`src/rtl/exm_lane_sync.sv`:
```
// N-lane completion synchroniser: parks early-finishing lane results and releases the whole issue group to WB in one transfer.
// Optional wait-cycle performance counter enabled by defining EXM_LANE_SYNC_PERF_EN.
module exm_lane_sync #(
    parameter int LANES  = 2,
    parameter int DATA_W = 32
) (
    input  logic                     clk,
    input  logic                     reset,
    input  logic [LANES-1:0]         lane_valid,
    input  logic [LANES-1:0]         lane_ok,
    input  logic [LANES*DATA_W-1:0]  lane_result,
    input  logic                     flush,
    input  logic                     ws_ready,
    output logic                     in_ready,
    output logic [LANES-1:0]         lane_parked,
    output logic                     out_valid,
    output logic [LANES-1:0]         out_mask,
    output logic [LANES*DATA_W-1:0]  out_result
`ifdef EXM_LANE_SYNC_PERF_EN
    ,
    input  logic                     perf_clr,
    output logic [31:0]              perf_wait_cycles
`endif
);

    logic [LANES-1:0]        r_parked;
    logic [DATA_W-1:0]       r_park [LANES];
    logic                    r_out_valid;
    logic [LANES-1:0]        r_out_mask;
    logic [LANES*DATA_W-1:0] r_out_result;

    logic [LANES-1:0]        w_done;
    logic                    w_fire;
    logic                    w_out_accept;
    logic                    w_any_valid;
    logic                    w_go;
    logic [LANES-1:0]        w_park_en;
    logic [LANES*DATA_W-1:0] w_sel;

    assign w_done       = ~lane_valid | lane_ok | r_parked;
    assign w_fire       = &w_done;
    assign w_out_accept = ~r_out_valid | ws_ready;
    assign w_any_valid  = |lane_valid;
    assign w_go         = w_fire & w_out_accept & w_any_valid & ~flush;
    assign w_park_en    = (w_go | flush) ? '0 : (lane_valid & lane_ok & ~r_parked);

    // Parked data always wins over the live bus, even if lane_ok is still high.
    always_comb begin
        w_sel = '0;
        for (int i = 0; i < LANES; i++) begin
            w_sel[i*DATA_W +: DATA_W] = r_parked[i] ? r_park[i] : lane_result[i*DATA_W +: DATA_W];
        end
    end

    always_ff @(posedge clk) begin
        if (!reset) begin
            r_parked     <= '0;
            r_out_valid  <= 1'b0;
            r_out_mask   <= '0;
            r_out_result <= '0;
        end else if (flush) begin
            r_parked    <= '0;
            r_out_valid <= 1'b0;
        end else if (w_go) begin
            r_parked     <= '0;
            r_out_valid  <= 1'b1;
            r_out_mask   <= lane_valid;
            r_out_result <= w_sel;
        end else begin
            r_parked <= r_parked | w_park_en;
            if (ws_ready) begin
                r_out_valid <= 1'b0;
            end
        end
    end

    // Captured results need no reset: they are only visible while the parked bit is set.
    always_ff @(posedge clk) begin
        for (int i = 0; i < LANES; i++) begin
            if (w_park_en[i]) begin
                r_park[i] <= lane_result[i*DATA_W +: DATA_W];
            end
        end
    end

    assign in_ready    = reset & (w_go | flush | (w_fire & w_out_accept & ~w_any_valid));
    assign lane_parked = reset ? r_parked : '0;
    assign out_valid   = r_out_valid;
    assign out_mask    = r_out_mask;
    assign out_result  = r_out_result;

`ifdef EXM_LANE_SYNC_PERF_EN
    function automatic logic [31:0] sat_inc(input logic [31:0] v);
        return (v == 32'hFFFF_FFFF) ? v : v + 32'd1;
    endfunction

    logic [31:0] r_perf;

    always_ff @(posedge clk) begin
        if (!reset || perf_clr) begin
            r_perf <= '0;
        end else if (w_any_valid && !w_go && !flush) begin
            r_perf <= sat_inc(r_perf);
        end
    end

    assign perf_wait_cycles = r_perf;
`endif

endmodule

```
`config.mk`:
```
export PLATFORM = sky130hd
export DESIGN_NAME = exm_lane_sync
export DESIGN_NICKNAME = d
export VERILOG_FILES = /design/src/rtl/exm_lane_sync.sv
export SDC_FILE = /design/constraint.sdc
export NUM_CORES = 1
export LEC_CHECK = 0
export BUFFER_PORTS_ARGS = -buffer_cell sky130_fd_sc_hd__buf_4
export CORE_MARGIN = 5
export CORE_UTILIZATION = 50
export DETAILED_ROUTE_END_ITERATION = 8
export PLACE_DENSITY = 0.77
export SYNTH_ARGS = -nofsm -noshare
export SYNTH_HDL_FRONTEND = slang
export SYNTH_SLANG_ARGS = --single-unit
```
`constraint.sdc`:
```
create_clock -name clk -period 11.9 [get_ports clk]
set_input_delay 1.19 -clock clk [delete_from_list [all_inputs] [get_ports clk]]
set_output_delay 1.19 -clock clk [all_outputs]
set_load 0.01 [all_outputs]
```
# ---- After elaboration in Yosys (flattened, before gate mapping)
# Memories as Yosys holds them, arrays and structs flattened.
# Cells that the tools add are included.
dict set report word_totals {
  register_bits 69
  latchBits 0
  ramBits 64
  mem_bits_ro 0
  input_bits 72
  out_inout_bits 70
  word_cells 40
  n_memories 1
}
dict set report classes {
  addsub 0
  n_mul 0
  n_div 0
  magnitude_cmp 0
  n_eq_ne 0
  shift 0
  mux 10
  n_bitwise 19
  n_reduce_logical 6
}
# name words width read_ports rd_clocked_by_memory_dff write_ports line
set memory_table {}
lappend memory_table {r_park 2 32 2 0 2 27} ;# logic [DATA_W-1:0] r_park [LANES];
# op n
set op_table {}
lappend op_table {{$mux W32} 2}
lappend op_table {{$mux W1} 6}
lappend op_table {{$or A2 B2 Y2} 3}
lappend op_table {{$and A1 B1 Y1} 5}
lappend op_table {{$and A2 B2 Y2} 2}
lappend op_table {{$mux W2} 2}
lappend op_table {{$not A1 Y1} 4}
lappend op_table {{$not A2 Y2} 2}
lappend op_table {{$reduce_and A2 Y1} 2}
lappend op_table {{$reduce_or A2 Y1} 2}
lappend op_table {{$or A1 B1 Y1} 3}
lappend op_table {{$reduce_or A3 Y1} 1}
lappend op_table {{$reduce_bool A2 Y1} 1}

# ---- Depth between registers and ports, before layout
dict set report logic_depth {
  word_depth 11
  depth_mapped 7
  mapped_depth_nobuf 3
}

# ---- Least setup slack after synthesis
# OpenSTA, ideal clock, no wires.
dict set report synth_timing {
  kind {in2reg}
  from {in ws_ready}
  to {mem r_park[1][0] (netlist: r_park[0][32]) (enable)}
  setup_time_ns 0.505
  t_arrival_ns 4.666
  slack_ns 6.729
  path_stages 3
  path_buffers 0
  path_cell_list {nor2b_1 nor3_1 nor4_1}
}
# item line
set synth_rtl {}
lappend synth_rtl {{start, declared} 13} ;# input logic ws_ready,
lappend synth_rtl {{end, declared} 27}

# ---- Worst setup path after layout
dict set report layout_timing {
  from {in reset}
  to {out in_ready}
}
dict set report layout_via {
  elab_chain_len 1
}
# item line
set layout_rtl {}
lappend layout_rtl {{start, declared} 8} ;# input logic reset,
lappend layout_rtl {{$and A1 B1 Y1} 86} ;# assign in_ready = reset & (w_go | flush | (w_fire & w_out_accept & ~w_any_valid));
lappend layout_rtl {{end, declared} 14} ;# output logic in_ready,
# Every way passes these cells.

==> flow_summary.json <==
{
  "crit_buf_inv": 3,
  "yosys-top-cells-area": "edfxtp_1 35%, dfxtp_1 25%, mux2_2 13%",
  "synth_cell_type_count": 25,
  "internal-power_w": 0.0008852,
  "antenna-diode-count": 0,
  "nNetsFinal": 653,
  "swShare": 0.2094,
  "async_reset_ff_frac": 0,
  "clockPowerShare": 0.451,
  "post_cts_resized": 0,
  "fin_worst_skew_ns": 0.009066,
  "postCtsHoldBufs": 0,
  "dp.final_hpwl_um": 7876,
  "grt_pass1_wl_um": 18970,
  "worstSetupStartpointType": "primary input",
  "status": "completed",
  "viasPerCell": 5.124,
  "first_global_vias": 3839,
  "arrival_ns": 2.74,
  "drc_errors": 0,
  "worstSetupPathDepth": 4,
  "insertion_delay_ns": 0.50,
  "final_max_slew_viol_count": 0,
  "syn2layout_area_growth_pct": 31.09,
  "required_ns": 10.71,
  "synth-edff-count": 64,
  "rsz0062_at_grt": "no",
  "finalSetupViolCount": 0,
  "wl_per_cell_um": 16.08,
  "grt_use_total": 0.1827,
  "seq_area_frac_synth": 0.6022,
  "place_congestion": 0.7649,
  "yosysMostFrequentCell": "nand2_1",
  "die_x_um": 114.7,
  "core_sq_um": 10790,
  "worst_hold_slack_ns": 0.4589,
  "synth.top_cells.by_count": "133 x nand2_1, 69 x dfxtp_1, 66 x mux2i_1",
  "grt_max_degree": 81,
  "p_leak_nw": 3.188,
  "antenna_found_initial": 0,
  "cts_max_path_buffers": 2,
  "io_buffers": 141,
  "layout_setup_ws_ns": 7.972,
  "switching_power_w": 0.0002344,
  "vias": 3751,
  "die_y_um": 114.7,
  "hp-class": "flop to flop",
  "yosys_most_used_dff": "dfxtp_1",
  "clk_pin_slew_worst_paths_ns": 0.06,
  "critPathTopFamily": "buffers and inverters",
  "postCtsSetupBuffers": 0,
  "reg2reg_depth": 4,
  "initial_utilization": 0.5082,
  "hold_viol_final": 0,
  "io_pins": 142,
  "die_area_sq_um": 13170,
  "drt_wl_total_um": 11770,
  "drt_pass1_iterations": 5,
  "htree_levels": 4,
  "ant_nets": 0,
  "synth_fp_nets": 519,
  "critPathMaxStageDelay_ns": 0.68,
  "crit_fanout": 80,
  "p_seq_frac": 0.453,
  "synthesis.area_sq_um": 5485,
  "tritoncts": "yes",
  "timing.fmax_mhz": 254.6,
  "clk_root_buffer_cell": "clkbuf_8",
  "max_slew.worst_pin.slew_ns": 0.8993,
  "drive_gt1_frac": 0.4088,
  "yosysWarningCount": 0,
  "relSlewSlack": 0.4005,
  "crit_top_cell": "buf_4",
  "crit_type": "primary input to output port",
  "cp-end-kind": "output port",
  "finalCriticalPeriod_ns": 3.928,
  "grt_overflow": 0,
  "syn_avg_cell_area_sq_um": 12.27,
  "tns_ns": 0,
  "p_comb_frac": 0.096,
  "synthCells": 447,
  "numCtsBuffers": 17,
  "tritoncts_num_sinks": 133,
  "ys_ff_latch": 133,
  "preCtsSetupSlack_ns": 7.985,
  "num_rows": 38,
  "cpMaxStageDelayCell": "buf_4",
  "hold_depth": 2,
  "powerDensity_nw_per_um2": 155.7,
  "drv_cap": 0,
  "dr.first_iter.drc_count": 192,
  "vdd_ir_drop_max_uv": 85.54,
  "path_cells": "buf_4, buf_4, o21a_1, buf_4",
  "synth_top_area_share": 0.3504,
  "yosysTopAreaCell": "edfxtp_1",
  "min_period_over_period": 0.3301
}
-- metrics by stage --
stage,total power [W],area [sq um],cells,util
floorplan,0.0005735,5485,447,-
global placement,0.0006220,6611,702,0.6126
detailed placement,0.0006253,6611,702,0.6126
CTS,0.001131,7191,732,0.6662
global route,0.001168,7191,732,0.6662
finish,0.001120,7191,732,0.6662
-- flip-flops by register name, summed over array words and instances, names as in the netlist --
register and count:
out_mask 2, r_park 64, out_valid 1, r_parked 2, out_result 64
-- cells in the final DEF, fill, tap and decap left out, types with 2 or more instances in the layout --
| cell | netlist | routed |
|---|---|---|
| mux2_2 | 64 | 64 |
| mux2i_1 | 66 | 66 |
| clkbuf_8 | 0 | 7 |
| and2_1 | 2 | 2 |
| nand2_1 | 133 | 133 |
| buf_4 | 1 | 146 |
| clkbuf_1 | 19 | 4 |
| a21oi_1 | 2 | 2 |
| clkbuf_16 | 0 | 16 |
| dfxtp_1 | 69 | 68 |
| bufinv_16 | 0 | 2 |
| nor3_1 | 3 | 2 |
| edfxtp_1 | 64 | 64 |
-- tightest hold or removal path, cell delays in order, from the launching register on --
cell and delay (ns):
dfxtp_1 0.30, nand2_1 0.05, mux2i_1 0.05
-- kinds of logic after synthesis --
kind of cell           Yosys count  synth area share
AOI/OAI and AO/OA                7          0.009126
buffers and inverters           31           0.02942
DFF                            133            0.6022
muxes                          130            0.2518
and+or+nand+nor                146            0.1074
-- per-layer routing --
layer | global-route usage | routed length [um] | vias up
met5 | 0 | 0 | -
met4 | 0.05008 | 114 | 0
met3 | 0.06579 | 940 | 13
met2 | 0.2891 | 5429 | 122
met1 | 0.2394 | 5288 | 1800
li1 | - | - | 1816
-- final timing paths --
path,start,to,slack (ns)
max,reset,in_ready,7.97
min,out_result[59],out_result[59],0.46
min reg2reg,out_result[59],out_result[59],0.46
max reg2reg,r_parked[1],out_result[22],9.25
-- power groups by stage --
stage | clock (W) | combinational, W | sequential, W
floorplan | 0 | 0.0000532 | 0.000520
global placement | 0 | 0.000106 | 0.000516
detailed placement | 0 | 0.000108 | 0.000517
CTS | 0.000514 | 0.000109 | 0.000508
global route | 0.000540 | 0.000118 | 0.000509
finish | 0.000505 | 0.000108 | 0.000508
-- area by class of cell --
class,instances,area (sq um)
fillers,818,3602
flip-flops and latches,133,3304
multi-input cells,283,2036
repair buffers,146,1096
clock buffers,27,511.7
well taps,140,175.2
clock inverters,3,67.56
No activity file was read; power rests on OpenSTA's default activity.
